### src/rtl/serial_subtractor.sv
// Bit-serial unsigned subtractor: one full-subtractor step per clock, LSB first.
// Computes (a - b) mod 2^WIDTH and the final borrow over WIDTH SHIFT cycles.
module serial_subtractor #(
    parameter int WIDTH = 8
) (
    input  logic             clk,
    input  logic             rst_n,
    input  logic             start,
    input  logic [WIDTH-1:0] a,
    input  logic [WIDTH-1:0] b,
    output logic [WIDTH-1:0] diff,
    output logic             borrow_out,
    output logic             busy,
    output logic             done
);

    localparam int CW = $clog2(WIDTH + 1);
    localparam logic [CW-1:0] LAST_BIT = CW'(WIDTH - 1);

    typedef enum logic [1:0] {
        IDLE  = 2'd0,
        SHIFT = 2'd1,
        DONE  = 2'd2
    } state_t;

    state_t           state_r;
    logic [WIDTH-1:0] a_r;
    logic [WIDTH-1:0] b_r;
    logic [WIDTH-1:0] res_r;
    logic             br_r;
    logic [CW-1:0]    cnt_r;

    logic             d_s;
    logic             br_next_s;
    logic [WIDTH-1:0] res_next_s;

    // One-bit full subtractor; returns {borrow_out, difference}.
    function automatic logic [1:0] full_sub(input logic x, input logic y, input logic bi);
        logic d;
        logic bo;
        d  = x ^ y ^ bi;
        bo = (~x & y) | (~(x ^ y) & bi);
        return {bo, d};
    endfunction

    // Current bit step and the result register as it will look after it.
    always_comb begin
        {br_next_s, d_s} = full_sub(a_r[0], b_r[0], br_r);
        res_next_s       = {d_s, res_r[WIDTH-1:1]};
    end

    // Control FSM, datapath shift registers and registered outputs.
    always_ff @(posedge clk or negedge rst_n) begin
        if (!rst_n) begin
            state_r    <= IDLE;
            a_r        <= '0;
            b_r        <= '0;
            res_r      <= '0;
            br_r       <= 1'b0;
            cnt_r      <= '0;
            diff       <= '0;
            borrow_out <= 1'b0;
            busy       <= 1'b0;
            done       <= 1'b0;
        end else begin
            case (state_r)
                IDLE: begin
                    done <= 1'b0;
                    if (start) begin
                        a_r     <= a;
                        b_r     <= b;
                        res_r   <= '0;
                        br_r    <= 1'b0;
                        cnt_r   <= '0;
                        busy    <= 1'b1;
                        state_r <= SHIFT;
                    end else begin
                        busy    <= 1'b0;
                        state_r <= IDLE;
                    end
                end
                SHIFT: begin
                    a_r   <= {1'b0, a_r[WIDTH-1:1]};
                    b_r   <= {1'b0, b_r[WIDTH-1:1]};
                    res_r <= res_next_s;
                    br_r  <= br_next_s;
                    cnt_r <= cnt_r + CW'(1);
                    // The last bit lands directly in the output registers.
                    if (cnt_r == LAST_BIT) begin
                        diff       <= res_next_s;
                        borrow_out <= br_next_s;
                        busy       <= 1'b0;
                        state_r    <= DONE;
                    end else begin
                        busy    <= 1'b1;
                        state_r <= SHIFT;
                    end
                end
                DONE: begin
                    busy    <= 1'b0;
                    done    <= 1'b1;
                    state_r <= IDLE;
                end
                default: begin
                    busy    <= 1'b0;
                    done    <= 1'b0;
                    state_r <= IDLE;
                end
            endcase
        end
    end

endmodule

### config.mk
export PLATFORM = sky130hd
export DESIGN_NAME = serial_subtractor
export DESIGN_NICKNAME = d
export VERILOG_FILES = /design/src/rtl/serial_subtractor.sv
export SDC_FILE = /design/constraint.sdc
export NUM_CORES = 1
export LEC_CHECK = 0
export CAP_MARGIN = 20
export CELL_PAD_IN_SITES_DETAIL_PLACEMENT = 1
export CELL_PAD_IN_SITES_GLOBAL_PLACEMENT = 2
export CORE_ASPECT_RATIO = 1.5
export CORE_MARGIN = 2
export CORE_UTILIZATION = 35
export DETAILED_ROUTE_END_ITERATION = 8
export MAX_ROUTING_LAYER = met4
export PLACE_DENSITY = 0.92
export SLEW_MARGIN = 20
export SYNTH_ARGS = -nofsm -noshare
export SYNTH_HDL_FRONTEND = slang
export SYNTH_SLANG_ARGS = --single-unit
### constraint.sdc
create_clock -name clk -period 2.9 [get_ports clk]
set_input_delay 0.435 -clock clk [delete_from_list [all_inputs] [get_ports clk]]
set_output_delay 0.435 -clock clk [all_outputs]
set_load 0.02 [all_outputs]
### After elaboration in Yosys (flattened, before gate mapping)

Index checks and enable logic that the tools add are counted.

| word-level totals | value |
|---|---|
| register bits after elaboration | 42 |
| input port bits | 19 |
| output and inout port bits | 11 |
| word-level logic and storage cells | 43 |

| cells by class | value |
|---|---|
| add/sub/neg operators | 1 |
| equality and inequality tests | 4 |
| muxes and demuxes | 17 |
| bitwise logic cells | 7 |
| reduce and logical (&&, ||, !) cells | 4 |

Operators with widths:

| cell | number |
|---|---|
| 8-bit case mux with 2 select lines | 3 |
| 8-bit 2-to-1 mux | 3 |
| 4-bit case mux with 2 select lines | 1 |
| 1-bit case mux with 2 select lines | 3 |
| 4-bit by 1-bit adder with 4-bit output, second input constant | 1 |
| 4-bit by 3-bit == test with 1-bit output, second input constant | 1 |
| 1-bit 2-to-1 mux | 4 |
| 4-bit 2-to-1 mux | 1 |
| 2-bit case mux with 2 select lines | 1 |
| 2-bit AND reduction | 2 |
| 1-bit bitwise AND | 2 |
| 2-bit by 1-bit == test with 1-bit output, second input constant | 1 |
| 2-bit == test, second input constant | 1 |
| 2-bit zero test | 1 |
| 2-bit 2-to-1 mux | 1 |
| 2-bit inequality test, second input constant | 1 |
| 1-bit inverter | 2 |
| 2-bit nonzero test | 1 |
| 1-bit bitwise XOR | 2 |
| 1-bit OR | 1 |

### Longest topological paths before layout

Gate-level depths: netlist (run 1).

| logic depth | value |
|---|---|
| depth after elaboration | 5 |
| mapped depth | 5 |
| gate-level depth less buffers | 4 |

### Worst setup path after synthesis (run 1)

OpenSTA, ideal clock, no wires.

| timing | value |
|---|---|
| path kind | register to register |
| from | register state_r[0] |
| to | register a_r[7] |
| setup time | 0.117 ns |
| arrival time | 1.419 ns |
| data required time | 2.783 ns |
| setup slack | 1.364 ns |
| cell stages (with the launch flop) | 6 |
| buffers on the path | 2 |
| period minus slack after synthesis | 1.536 ns |
| cell sequence | dfrtp_1 > or3b_2 > clkbuf_1 > buf_2 > nand3_1 > nand2_1 |

| on the way | value |
|---|---|
| word-level cells in the longest chain between the ends | 3 |
| elaborated cells between the ends (all ways) | 6 |
| those cells by class | eq/ne: 2; mux: 1; reduce/logical: 3 |

Ends and longest elaborated chain:

| element | RTL line | source |
|---|---|---|
| start, declared | 26 | `state_t state_r;` |
| start signal, assigned | 55 | `state_r <= IDLE;` |
| start signal, assigned | 76 | `state_r <= SHIFT;` |
| start signal, assigned | 79 | `state_r <= IDLE;` |
| 2-bit by 1-bit == test with 1-bit output / 2-bit zero test (equally long branches) | 66 | `case (state_r)` |
| 2-bit nonzero test (no line) / 2-bit inequality test (equally long branches) | -- |  |
| 2-bit AND reduction (no line) | -- |  |
| end signal, assigned | 83 | `a_r <= {1'b0, a_r[WIDTH-1:1]};` |
| end, declared | 27 | `logic [WIDTH-1:0] a_r;` |

Parallel ways exist; a longest one is shown, timed or not.
A chain may end at the register's enable or synchronous reset.

### Final worst setup path (run 1)

| timing | value |
|---|---|
| from | register state_r[1] |
| to | register diff[0] |

| on the way | value |
|---|---|
| word-level cells in the longest chain between the ends | 2 |

Ends and longest elaborated chain:

| element | RTL line | source |
|---|---|---|
| 2-bit by 1-bit == test with 1-bit output | 66 |  |
| 2-bit AND reduction (no line) | -- |  |
| end signal, assigned | 90 | `diff <= res_next_s;` |
| end, declared | 11 | `output logic [WIDTH-1:0] diff,` |

Every way passes these cells.

==> impl_results.rst, run 1 <==
.. list-table::
   :header-rows: 1

   * - Metric
     - Value
   * - Sum of net half-perimeters after detailed placement
     - 2.61 mm
   * - Clk slew on worst S/H paths
     - 0.08 ns
   * - Share of post-route cells with drive strength above 1
     - 12.8%
   * - Total routing resource utilization after global routing
     - 16.9%
   * - Number of diodes
     - 0
   * - CTS buffer count
     - 5
   * - CTS tree
     - done
   * - Syn. warnings
     - 0
   * - Commonest cells after routing, fill and taps aside
     - sky130_fd_sc_hd__nand2_1, sky130_fd_sc_hd__dfrtp_1, sky130_fd_sc_hd__clkdlybuf4s50_1
   * - # fillers
     - 507
   * - Number of sinks driven by the clock tree
     - 40
   * - Avg Vias per Cell
     - 4.94
   * - Antenna violations before repair
     - 0
   * - Number of DRC violations after detailed routing
     - 0
   * - Worst rel slew slack
     - 41.4%
   * - Post-Syn Area
     - 0.00166 mm2
   * - Max_cap viols
     - 0
   * - Root Buffer
     - sky130_fd_sc_hd__clkbuf_8
   * - Area growth from synthesis to layout
     - 27.4%
   * - Post-synthesis net count
     - 176
   * - Std-Cell Rows
     - 30
   * - Crit Reg-Reg Startpoint
     - state_r[1]$_DFF_PN0_
   * - Final instance count without filler cells
     - 252
   * - Setup Viol. Count Final
     - 0
   * - Run status
     - complete, no violations
   * - Cell count after placement
     - 244
   * - Post-synthesis sequential element count
     - 40
   * - Crit Path Class
     - flip-flop to flip-flop
   * - Routability-driven placement congestion ratio
     - 0.716
   * - # H-tree levels
     - 2
   * - Number of violations reported at the end of detailed-routing iteration 0
     - 25
   * - RSZ-0062 raised after global routing
     - no
   * - Class of the most critical hold timing path
     - primary input to asynchronous set/reset pin
   * - Average footprint of a synthesized cell
     - 10.7 um2
   * - NumNets Final
     - 208
   * - Critical path capture point type
     - flip-flop
   * - Postcts setup bufs
     - 0
   * - First-pass iteration count of the detailed router
     - 4
   * - Initial cell density of the core
     - 36.5%
   * - Post-route clock skew
     - 0.00612 ns
   * - Sequential share of the synthesized area
     - 60.4%
   * - Worst Path Arrival
     - 2.04 ns
   * - Highest clock rate
     - 540 MHz
   * - Transition at the pin with the smallest max-transition slack
     - 0.878 ns
   * - Ports
     - 30
   * - Horizontal die dimension
     - 60.2 um
   * - Count of hold-fix buffers inserted at cts
     - 0
   * - Number of global-route vias before repair
     - 1365
   * - Number of different library cells in the post-synthesis netlist
     - 26
   * - Final hold slack
     - 0.253 ns
   * - Worst setup SP type
     - flip-flop
   * - Wire per inst
     - 14.6 um
   * - Peak fanout along the critical path
     - 20
   * - Core area
     - 0.00454 mm2
   * - Time the final worst path needs with I/O delays and setup
     - 1.85 ns
   * - Pwr/cell area
     - 1060 mW/mm2
   * - Number of buffer cells added on primary ports
     - 29
   * - Beginning of the critical path
     - state_r[1]$_DFF_PN0_
   * - Number of hold violations in the final report
     - 0
   * - Flop-to-flop setup slack
     - 1.05 ns
   * - First-pass GRT wire length
     - 6.35 mm
   * - Wire length reported by the detailed router
     - 3.68 mm
   * - Post-route ant nets
     - 0
   * - IR Drop Worst-Case VDD
     - 0.423 mV
   * - Max clock buf depth
     - 2
   * - Clock latency reported for the late side of the worst-skew pair
     - 0.29 ns
   * - Vias post-DR
     - 1245
   * - Die ar.
     - 0.00531 mm2
   * - Critical Path RT
     - 3.08 ns
   * - Number of gates given a new drive strength after cts
     - 0
   * - Die Y-Extent
     - 88.3 um
   * - Gr ovfl total
     - 0
   * - TNS Setup
     - 0 ns
   * - Leading cell type in the layout, fill and taps excluded
     - sky130_fd_sc_hd__nand2_1
   * - Final period utilization
     - 63.8%
   * - Number of standard cells after synthesis
     - 155
   * - Slew Limit Fails
     - 0
   * - LEAKAGE
     - 0.983 nW
   * - Pin count of the biggest net entering global routing
     - 41
## power by group
part           total [W]  switching [W]  internal (W)
Clock           0.000383       0.000193      0.000190
Combinational   0.000883       0.000482      0.000402
Sequential      0.000973       0.000164      0.000809
## worst max-delay path: stages, from the launching register on
cell	delay, ns
sky130_fd_sc_hd__dfrtp_1	0.45
sky130_fd_sc_hd__nand2b_1	0.17
sky130_fd_sc_hd__buf_4	0.21
sky130_fd_sc_hd__nor3_4	0.51
sky130_fd_sc_hd__mux2_2	0.40
## metal layers
metal	share of wire, %	GRT usage, %
met2	53	29.0
met1	41	18.2
met5	0	-
met4	1.7	6.06
met3	4.6	4.82
## logic make-up (layout without fill, tap and decap cells)
kind of cell	after synthesis	count (layout)	share of synthesized area [%]
AND/OR/NAND/NOR	68	68	18.7
flip-flops	40	40	60.4
AO/OA/AOI/OAI	22	22	9.14
buffers and inverters	13	46	3.17
multiplexers	10	10	6.65
adder cells (fa/ha/maj)	2	2	1.96
## area by class of cell
type | instances | area [um2] | area share [%]
Sequential cell | 40 | 1000 | 47.4
Multi-Input combinational cell | 102 | 603 | 28.6
Inverter | 5 | 18.8 | 0.889
Clock buffer | 6 | 82.6 | 3.91
Timing Repair Buffer | 33 | 315 | 14.9
Tap cell | 64 | 80.1 | 3.79
Clock inverter | 2 | 10.0 | 0.474
## synthesized netlist by cell type
master / n / area share, %
sky130_fd_sc_hd__dfrtp_1: 40 / 60
sky130_fd_sc_hd__o21ai_0: 4 / 1.2
sky130_fd_sc_hd__mux2_2: 8 / 5.4
sky130_fd_sc_hd__buf_2: 3 / 0.91
sky130_fd_sc_hd__o22ai_1: 3 / 1.1
sky130_fd_sc_hd__a21o_1: 1 / 0.45
sky130_fd_sc_hd__nor3_1: 2 / 0.60
sky130_fd_sc_hd__ha_1: 1 / 0.76
sky130_fd_sc_hd__inv_1: 5 / 1.1
sky130_fd_sc_hd__clkbuf_1: 5 / 1.1
sky130_fd_sc_hd__nand3_1: 11 / 3.3
sky130_fd_sc_hd__nor3b_2: 1 / 0.76
sky130_fd_sc_hd__a21oi_1: 1 / 0.30
sky130_fd_sc_hd__a221o_1: 1 / 0.60
sky130_fd_sc_hd__fa_1: 1 / 1.2
sky130_fd_sc_hd__nand4_1: 1 / 0.38
sky130_fd_sc_hd__nor2b_1: 1 / 0.38
sky130_fd_sc_hd__nor2_1: 3 / 0.68
sky130_fd_sc_hd__o21bai_1: 2 / 0.91
sky130_fd_sc_hd__or3b_2: 1 / 0.53
sky130_fd_sc_hd__nand2b_1: 1 / 0.38
sky130_fd_sc_hd__nor3_4: 1 / 0.98
sky130_fd_sc_hd__nor3b_1: 1 / 0.45
sky130_fd_sc_hd__nand2_1: 45 / 10
sky130_fd_sc_hd__mux2i_1: 2 / 1.2
sky130_fd_sc_hd__a22oi_1: 10 / 4.5
## per-stage QoR
stage                     util, %  power, W  setup slack (ns)  instance area (um2)
after floorplan                 -   0.00152              1.36                 1660
after global placement       44.4   0.00181             0.966                 2020
after detailed placement     44.4   0.00189             0.830                 2020
after CTS                    46.5   0.00227              1.04                 2110
after global routing         46.5   0.00243             0.957                 2110
final                        46.5   0.00224              1.05                 2110
## final timing paths
kind	end	depth (start not counted)
worst min-delay path	res_r[1]$_DFFE_PN0P_	1
worst max-delay path	diff[0]$_DFFE_PN0P_	4
worst min register to register	done$_DFFE_PN0N_	2
max in group asynchronous	br_r$_DFFE_PN0P_	1
min in group clk	done$_DFFE_PN0N_	2
worst max register to register	diff[0]$_DFFE_PN0P_	4
## flip-flops by register name (all words and copies together), names as in the netlist, 2 cells and up
name / flops
state_r: 2
a_r: 8
diff: 8
b_r: 8
res_r: 7
cnt_r: 4
Power figures use the tool's default switching activity.
==> inputs of run 2 (changes only) <==
- CORE_UTILIZATION: 35 -> 29
- PLACE_DENSITY: 0.92 -> 0.82
- clock period: 2.9 -> 1.51 ns (I/O delays scaled with it)
==> run 2 against run 1 <==
Total power rose by 100%. Sequential share of layout area fell by 3.5 points. Count of clock-buffer cells in the layout fell by 1. Non-clock buffer count rose by 11. Utilization fell by 5.0 points. Setup slack got worse by 1.0 ns. Global-route usage fell by 3.2 points. Sequential cell count did not move. First-iteration DRC count rose to 3.2 times the previous value. Routed wire length rose by 2.3%. Die area rose by 19%. Critical path type is now flip-flop to output pin. Critical endpoint is now diff[0]. Largest power group unchanged.
==> impl_results.rst, run 2 (synthesized netlist as in run 1, its figures left out) <==
.. list-table::
   :header-rows: 1

   * - Metric
     - Value
   * - Number of buffer cells added on primary ports
     - 29
   * - First-pass GRT wire length
     - 6.25 mm
   * - Clock latency reported for the late side of the worst-skew pair
     - 0.29 ns
   * - Worst setup SP type
     - flip-flop
   * - Number of buffers and inverters on the critical path
     - 1
   * - Family with the most delay on the worst path
     - buffers and inverters
   * - Initial cell density of the core
     - 30.2%
   * - Setup Viol. Count Final
     - 0
   * - Area growth from synthesis to layout
     - 37.6%
   * - Post-route ant nets
     - 0
   * - Ports
     - 30
   * - Core area
     - 0.00549 mm2
   * - TNS Setup
     - 0 ns
   * - Critical path capture point type
     - output pin
   * - Final instance count without filler cells
     - 269
   * - Area of the multi-input gates
     - 608 um2
   * - Slew Limit Fails
     - 0
   * - Gr ovfl total
     - 0
   * - Worst Path Arrival
     - 1.24 ns
   * - Sw Ratio
     - 36.5%
   * - Largest registers in the final layout
     - a_r (8), b_r (8), diff (8)
   * - Wire length reported by the detailed router
     - 3.77 mm
   * - Cell count after placement
     - 260
   * - NumNets Final
     - 219
   * - Cell with the largest stage delay on the worst path
     - sky130_fd_sc_hd__clkdlybuf4s50_1
   * - Flop-to-flop setup slack
     - 0.07 ns
   * - Pwr/cell area
     - 2010 mW/mm2
   * - Routability-driven placement congestion ratio
     - 0.714
   * - Vias post-DR
     - 1278
   * - Number of violations reported at the end of detailed-routing iteration 0
     - 80
   * - Peak fanout along the critical path
     - 2
   * - Fraction of power consumed by sequential logic
     - 40.8%
   * - Die Y-Extent
     - 96.6 um
   * - Max Used Layer
     - met4
   * - Transition at the pin with the smallest max-transition slack
     - 0.343 ns
   * - Postcts setup bufs
     - 0
   * - LEAKAGE
     - 1.13 nW
   * - Sum of net half-perimeters after detailed placement
     - 2.69 mm
   * - Max clock buf depth
     - 2
   * - Std-Cell Rows
     - 33
   * - Endpoint of the lowest-slack register-to-register path
     - diff[6]$_DFFE_PN0P_
   * - Avg Vias per Cell
     - 4.75
   * - Highest clock rate
     - 683 MHz
   * - Post-route clock skew
     - 0.00834 ns
   * - First-pass iteration count of the detailed router
     - 4
   * - Max_cap viols
     - 0
   * - Clk slew on worst S/H paths
     - 0.09 ns
   * - Die ar.
     - 0.00635 mm2
   * - Number of diodes
     - 0
   * - Crit Reg-Reg Startpoint
     - cnt_r[1]$_DFFE_PN0P_
   * - Internal power summed over all cells
     - 0.00290 W
   * - Commonest cells after routing, fill and taps aside
     - sky130_fd_sc_hd__nand2_1, sky130_fd_sc_hd__dfrtp_1, sky130_fd_sc_hd__clkdlybuf4s50_1
   * - Share of post-route cells with drive strength above 1
     - 18.1%
   * - Time the final worst path needs with I/O delays and setup
     - 1.46 ns
   * - Leading cell type in the layout, fill and taps excluded
     - sky130_fd_sc_hd__nand2_1
   * - Critical Path RT
     - 1.28 ns
   * - Post-Route M1 WL
     - 1.66 mm
   * - CTS tree
     - done
   * - # H-tree levels
     - 2
   * - Crit Path Class
     - flip-flop to output pin
   * - Depth of the most critical reg-to-reg path
     - 5
   * - Horizontal die dimension
     - 65.7 um
   * - Cell Chain, Critical Path
     - clkdlybuf4s50_1
   * - Antenna violations before repair
     - 0
   * - # fillers
     - 596
   * - RSZ-0062 raised after global routing
     - no
   * - Worst rel slew slack
     - 77.1%
   * - Final period utilization
     - 96.9%
   * - Part of the total power dissipated in the clock network
     - 19.6%
   * - Root Buffer
     - sky130_fd_sc_hd__clkbuf_8
   * - Area taken by flip-flops and latches
     - 0.00100 mm2
   * - Number of global-route vias before repair
     - 1329
   * - Total net switching power
     - 0.00167 W
   * - Number of hold violations in the final report
     - 0
   * - Number of DRC violations after detailed routing
     - 0
   * - Pin count of the biggest net entering global routing
     - 20
   * - Wire per inst
     - 14.0 um
   * - Crit path largest cell delay
     - 0.60 ns
   * - Metal2 WL
     - 1.91 mm
   * - Total routing resource utilization after global routing
     - 13.6%
   * - Class of the most critical hold timing path
     - primary input to asynchronous set/reset pin
   * - Run status
     - complete, no violations
   * - IR Drop Worst-Case VDD
     - 0.647 mV
   * - CTS buffer count
     - 5
   * - Number of sinks driven by the clock tree
     - 40
   * - Fraction of power consumed by combinational cells
     - 39.6%
   * - Amount of wire on met3 after detailed routing
     - 158 um
-- run 2: cell types whose count changed in the layout (fill, tap and decap cells not counted), sizes merged --
cell           change
buf               +10
clkdlybuf4s50     -10
dlymetal6s2s       +9
bufinv             +1
clkbuf             -1
dlygate4sd2        +1
dlygate4sd3        +1
-- run 2: repair_timing --
item                                   4_1_cts  5_1_grt
hold buffers                                 1        0
setup endpoints to repair                    1       12
resized for setup                            1       11
endpoints found under the hold margin       13        0
pin swaps                                    0        0
-- run 2: per-stage QoR --
stage	hold WS (ns)	util (%)	worst slack (ns)	power [W]	instance area [um2]
2_1_floorplan	-0.0691	-	0.00851	0.00292	1660
3_3_place_gp	0.154	38.7	-0.192	0.00366	2130
3_5_place_dp	0.155	38.7	-0.198	0.00373	2130
4_1_cts	0.389	41.0	0.0179	0.00464	2250
5_1_grt	0.404	41.5	0.00405	0.00491	2280
6_report	0.361	41.5	0.0461	0.00457	2280
-- run 2: per-layer routing --
| metal | vias to the layer above | track usage [%] |
|---|---|---|
| met5 | - | - |
| met4 | 0 | 4.69 |
| met3 | 4 | 3.24 |
| met2 | 27 | 22.8 |
| met1 | 637 | 16.0 |
| li1 | 610 | - |
-- run 2: power by group through the flow --
stage / clock (W) / combinational [W] / sequential, W
floorplan: 0 / 0.000938 / 0.00198
global placement: 0 / 0.00179 / 0.00187
detailed placement: 0 / 0.00185 / 0.00189
CTS: 0.000910 / 0.00186 / 0.00187
global route: 0.000968 / 0.00201 / 0.00193
finish: 0.000896 / 0.00181 / 0.00186
-- run 2: layout make-up --
type	instances	area share (%)
Sequential cell	40	44.0
Multi-Input combinational cell	102	26.7
Timing Repair Buffer	44	19.6
Tap cell	70	3.84
Clock buffer	5	3.02
Clock inverter	3	2.09
Inverter	5	0.823
-- run 2: worst max path at each step --
stage | from | endpoint | cells past startpoint
after floorplan | state_r[0]$_DFF_PN0_ | a_r[7]$_DFFE_PN0P_ | 5
after global placement | start | res_r[6]$_DFFE_PN0P_ | 5
after detailed placement | start | res_r[2]$_DFFE_PN0P_ | 5
after CTS | diff[2]$_DFFE_PN0P_ | diff[2] | 1
after global routing | diff[0]$_DFFE_PN0P_ | diff[0] | 1
final | diff[0]$_DFFE_PN0P_ | diff[0] | 1
==> inputs of run 3 (changes only) <==
- HOLD_SLACK_MARGIN: not set -> 0.08
==> results of run 3 <==
Final layout, timing and power as in run 2 (identical DEF).
